**src/rtl/mem_stage_lsu.sv**
```systemverilog
// mem_stage_lsu: pipeline memory stage with byte-enabled data RAM, wait states and fault reporting
module mem_stage_lsu #(
    parameter int DEPTH = 64,
    parameter int WAIT_STATES = 0
) (
    input  logic        clk,
    input  logic        rst,
    input  logic        ValidM,
    input  logic        MemReadM,
    input  logic        MemWriteM,
    input  logic [2:0]  Funct3M,
    input  logic [4:0]  RdM,
    input  logic [31:0] PCPlus4M,
    input  logic [31:0] ALUResultM,
    input  logic [31:0] WriteDataM,
    output logic        StallM,
    output logic        ValidW,
    output logic [4:0]  RdW,
    output logic [31:0] PCPlus4W,
    output logic [31:0] ALUResultW,
    output logic [31:0] ReadDataW,
    output logic        FaultW
);
    localparam int AW = $clog2(DEPTH);
    localparam logic [0:0] IDLE = 1'b0, WAIT = 1'b1;
    logic [0:0]  st;
    logic [3:0]  cnt;
    logic [2:0]  l_f3, a_f3;
    logic [31:0] l_addr, l_wd, l_pc, a_addr, a_wd, a_pc;
    logic [4:0]  l_rd, a_rd;
    logic        l_wr, a_wr;
    logic [31:0] ram [DEPTH];
    logic        in_wait, ill_enc, mis, go, fault, stall, done;
    logic [AW-1:0] idx;
    logic [31:0] word, ld, wdat;
    logic [7:0]  b;
    logic [15:0] h;
    logic [3:0]  be;

    assign in_wait = st == WAIT;
    assign ill_enc = MemReadM ? (Funct3M == 3'b011 || Funct3M[2:1] == 2'b11) : (MemWriteM && Funct3M > 3'b010);
    assign mis = (Funct3M[1:0] == 2'b01 && ALUResultM[0]) || (Funct3M[1:0] == 2'b10 && ALUResultM[1:0] != 2'b00);
    assign go = ValidM && (MemReadM ^ MemWriteM) && !ill_enc && !mis;
    assign fault = ValidM && (MemReadM || MemWriteM) && !go;
    assign stall = rst && (in_wait ? cnt > 4'd1 : go && WAIT_STATES > 0);
    assign done = rst && (in_wait ? cnt == 4'd1 : go && WAIT_STATES == 0);
    assign StallM = stall;
    // While waiting, the access is driven entirely from the latched copies
    assign a_f3 = in_wait ? l_f3 : Funct3M;
    assign a_addr = in_wait ? l_addr : ALUResultM;
    assign a_wd = in_wait ? l_wd : WriteDataM;
    assign a_rd = in_wait ? l_rd : RdM;
    assign a_pc = in_wait ? l_pc : PCPlus4M;
    assign a_wr = in_wait ? l_wr : MemWriteM;
    assign idx = a_addr[AW+1:2];
    assign word = ram[idx];
    assign b = 8'(word >> {a_addr[1:0], 3'b000});
    assign h = a_addr[1] ? word[31:16] : word[15:0];
    assign ld = a_f3[1:0] == 2'b00 ? {{24{!a_f3[2] && b[7]}}, b} :
                a_f3[1:0] == 2'b01 ? {{16{!a_f3[2] && h[15]}}, h} : word;
    assign be = a_f3[1:0] == 2'b00 ? 4'b0001 << a_addr[1:0] :
                a_f3[1:0] == 2'b01 ? (a_addr[1] ? 4'b1100 : 4'b0011) : 4'b1111;
    assign wdat = a_f3[1:0] == 2'b00 ? {4{a_wd[7:0]}} :
                  a_f3[1:0] == 2'b01 ? {2{a_wd[15:0]}} : a_wd;

    always_ff @(posedge clk) begin
        if (done && a_wr)
            for (int i = 0; i < 4; i++)
                if (be[i]) ram[idx][8*i +: 8] <= wdat[8*i +: 8];
    end

    always_ff @(posedge clk) begin
        if (!rst) begin
            st <= IDLE;
            cnt <= 4'd0;
            ValidW <= 1'b0;
            FaultW <= 1'b0;
            RdW <= 5'd0;
            PCPlus4W <= 32'd0;
            ALUResultW <= 32'd0;
            ReadDataW <= 32'd0;
        end else begin
            if (in_wait) begin
                cnt <= cnt - 4'd1;
                if (cnt == 4'd1) st <= IDLE;
            end else if (stall) begin
                st <= WAIT;
                cnt <= 4'(WAIT_STATES);
                l_f3 <= Funct3M;
                l_addr <= ALUResultM;
                l_wd <= WriteDataM;
                l_rd <= RdM;
                l_pc <= PCPlus4M;
                l_wr <= MemWriteM;
            end
            if (stall) begin
                ValidW <= 1'b0;
                FaultW <= 1'b0;
            end else begin
                ValidW <= in_wait || ValidM;
                FaultW <= !in_wait && fault;
                RdW <= a_rd;
                PCPlus4W <= a_pc;
                ALUResultW <= a_addr;
                ReadDataW <= done && !a_wr ? ld : 32'd0;
            end
        end
    end
endmodule

```
**config.mk**
```make
export PLATFORM = sky130hd
export DESIGN_NAME = mem_stage_lsu
export DESIGN_NICKNAME = d
export VERILOG_FILES = /design/src/rtl/mem_stage_lsu.sv
export SDC_FILE = /design/constraint.sdc
export NUM_CORES = 2
export LEC_CHECK = 0
export BUFFER_PORTS_ARGS = -buffer_cell sky130_fd_sc_hd__buf_2
export CORE_AREA = 2 2 468 470
export DETAILED_ROUTE_END_ITERATION = 7
export DIE_AREA = 0 0 470 472
export SETUP_SLACK_MARGIN = 0.15
export SYNTH_ARGS = -nofsm -noshare
export SYNTH_HDL_FRONTEND = slang
export SYNTH_SLANG_ARGS = --single-unit
```
**constraint.sdc**
```tcl
create_clock -name clk -period 6.7 [get_ports clk]
set_input_delay 0.67 -clock clk [delete_from_list [all_inputs] [get_ports clk]]
set_output_delay 0.67 -clock clk [all_outputs]
set_load 0.01 [all_outputs]
```
==> qor.csv <==
stage,metric,value,unit
sta,Tcrit/Tclk final,82.36,%
sta,Rel. slew slack,2.660,%
synth,Main synth FF type,edfxtp_1,
die,Core ar.,216500,um^2
final_layout,share of cells above drive strength 1,15.90,%
sta,Final setup viols,0,
synth,synth top area cells,"edfxtp_1 75%, o22ai_1 4.4%, dfxtp_1 2.5%",
detailed_routing,via count,57171,
detailed_routing,DR pass1 iterations,6,
synth,synthesized area,86220,um^2
place,GPL Wtd Cong,0.9049,
synth,"FFs w/ async S/R, synth",0,%
place,placed cell count,8624,
clock_tree,post-cts resize count,0,
detailed_routing,Final ANT Viol Nets,0,
detailed_routing,DRC,0,
detailed_routing,DR vias/cell,6.265,
synth,Post-Synthesis Cells,5588,
global_route,first-pass GRT wire length,407.7,mm
synth,sequential area share after synthesis,77.50,%
place,total placed instance area,92530,um^2
sta,fin worst setup slack,1.182,ns
clock_tree,CTS Buffer Depth,3,
synth,share of the synthesized area in the top cell type,74.99,%
detailed_routing,DR WL/cell,31.69,um
sta,Layout Skew,0.03124,ns
final_layout,Layout area overhead,16.47,%
global_route,GRT Residual Overflow,0,
final_layout,Finished Cell Area,100400,um^2
global_route,number of global-route vias before repair,54233,
synth,Yosys top cell by area,edfxtp_1,
sta,Final Max Tran Viols,0,
worst_setup_path,Worst setup SP type,flip-flop,
sta,Sum Neg Setup Slack,0,ns
sta,min Tclk post-route,5.518,ns
die,Starting Density,39.82,%
place,Port Buffers,212,
clock_tree,Setup Buffers After CTS,0,
synth,"Distinct cells, synth",89,
worst_setup_path,Worst Path Required,7.16,ns
detailed_routing,drt first-iter violations,9201,
sta,"Hold Vio Cnt, Final",0,
min_path,Hold/Removal Path Class,in2reg,
place,dpl hpwl,177.5,mm
clock_tree,CTS H-tree lvls,4,
die,die width,470,um
synth,Seq cells post-synth,2261,
final_layout,"most common cell after layout, fill and taps aside",edfxtp_1,
clock_tree,clock-pin slew on the worst setup and hold paths,0.07,ns
power_and_ir_drop,Worst VDD drop,215.7,uV
worst_setup_path,crit path max fanout,53,
final_layout,"leading cell types in the layout, fill and taps excluded","2153 x edfxtp_1, 609 x o22ai_1, 323 x nor3_1",
synth,Mapped Avg Cell Area,15.43,um^2
die,I/O pins,213,
final_layout,final design utilization,46.38,%
global_route,gr usage total,25.26,%
detailed_routing,"wirelength, routed",289.2,mm
synth,YS warnings,0,
clock_tree,TritonCTS Sinks,2261,
clock_tree,CTS tree,yes,
synth,Post-synth EDFFs,2153,
die,die extent in y,472,um
sta,Highest Clock Rate,181.2,MHz
global_route,largest net degree at the start of global routing,122,
worst_setup_path,critical path class,reg2reg,
sta,RSZ-0062 raised after global routing,false,
power_and_ir_drop,leakage,0.03216,uW
run_status,status,finished clean,
final_layout,# nets final,6199,
clock_tree,Clock Latency Late Sink,0.88,ns
die,area of the die,221800,um^2
final_layout,"Cell Count, Final, Fillers Out",9126,
sta,worst slew pin tran,1.449,ns
run,Max Cap Viol,0,
worst_setup_path,WP data arrival,5.98,ns
global_route,initial antenna violation count,11,
power_and_ir_drop,P per Cell Area,294.2,nW/um^2
die,Site Rows,171,
place,pre-CTS WS,1.260,ns
clock_tree,clock buffer count from CTS,217,
worst_setup_path,crit path capture type,flip-flop,
clock_tree,root buffer cell,clkbuf_16,
==> Yosys cell counts (all sizes together), types with 8 or more instances <==
master,n
a2111oi,10
a211o,25
a211oi,81
a21o,9
a21oi,277
a222oi,13
a31oi,38
a32oi,21
and2,11
buf,249
clkbuf,198
dfxtp,108
edfxtp,2153
inv,50
mux2,29
mux2i,112
nand2,279
nand2b,10
nand3,59
nand3b,8
nand4,16
nand4b,8
nor2,262
nor3,362
nor4,37
nor4b,9
o211ai,19
o21ai,104
o221ai,89
o22a,51
o22ai,609
o31a,8
o31ai,42
o32a,9
o32ai,13
o41ai,37
or3,30
or4,24
or4b,10
==> sequential cells by signal (all words and copies together) (netlist names), 32 cells and up <==
name and cells:
PCPlus4W 32, l_wd 32, ALUResultW 32, l_pc 32, ram 2048, l_addr 32
ReadDataW 32
==> kinds of logic after synthesis <==
family / share of synthesized area (%)
adders and majority gates: 0.04354
DFF: 77.50
buffers and inverters: 2.483
and+or+nand+nor: 6.378
other: 0.004350
xor gates and xnor gates: 0.04064
muxes: 1.694
AOI/OAI and AO/OA: 11.86
==> metrics by stage <==
step / power (uW) / hold WS, ns
after floorplan: 16870 / 0.4625
after global placement: 17720 / 0.4410
after detailed placement: 17750 / 0.4453
after CTS: 29530 / 0.0004873
after global routing: 30180 / 0.03569
final: 29550 / 0.04501
==> timing repair <==
action	CTS	global route
hold buffers	94	0
endpoints found under the hold margin	94	0
endpoints found under the setup margin	0	0
==> worst max-delay path, cell delays in order (launching register included) <==
cell	delay, ns
dfxtp_4	0.76
inv_1	0.54
o21ai_0	0.29
and3_1	0.29
nor2b_1	0.75
nand2_2	0.79
buf_4	0.47
nor3_1	1.16
==> routing by layer <==
metal / track usage [%] / up-vias / share of wire [%]
li1: - / 23483 / -
met1: 34.93 / 28888 / 39
met4: 10.68 / 10 / 4.7
met3: 5.853 / 647 / 12
met2: 38.36 / 4143 / 44
met5: 0 / - / 0.024
==> layout make-up <==
| class | count | area [um^2] |
|---|---|---|
| sequential | 2261 | 66820 |
| tap | 2854 | 3571 |
| antenna | 1 | 2.502 |
| inverter | 50 | 187.7 |
| clock inverter | 131 | 1119 |
| multi-input combinational | 2934 | 18340 |
| fill | 18639 | 116100 |
| clock buffer | 272 | 5762 |
| timing repair buffer | 623 | 4617 |
==> worst paths after layout <==
kind	startpoint	to	slack, ns	cells after the start
min	ALUResultM[5]	l_addr[5]$_DFFE_PP_	0.05	1
max reg2reg	in_wait$_SDFF_PN0_	ram[20][6]$_DFFE_PP_	1.18	7
min reg2reg	ReadDataW[7]$_SDFFE_PN0N_	ReadDataW[7]$_SDFFE_PN0N_	0.45	2
max	in_wait$_SDFF_PN0_	ram[20][6]$_DFFE_PP_	1.18	7
==> where the power goes <==
| part | total [uW] | internal [uW] | switching (uW) |
|---|---|---|---|
| Sequential | 15700 | 15700 | 42.0 |
| Combinational | 1860 | 457 | 1400 |
| Clock | 12000 | 6630 | 5360 |
No activity file was read; power rests on OpenSTA's default activity.
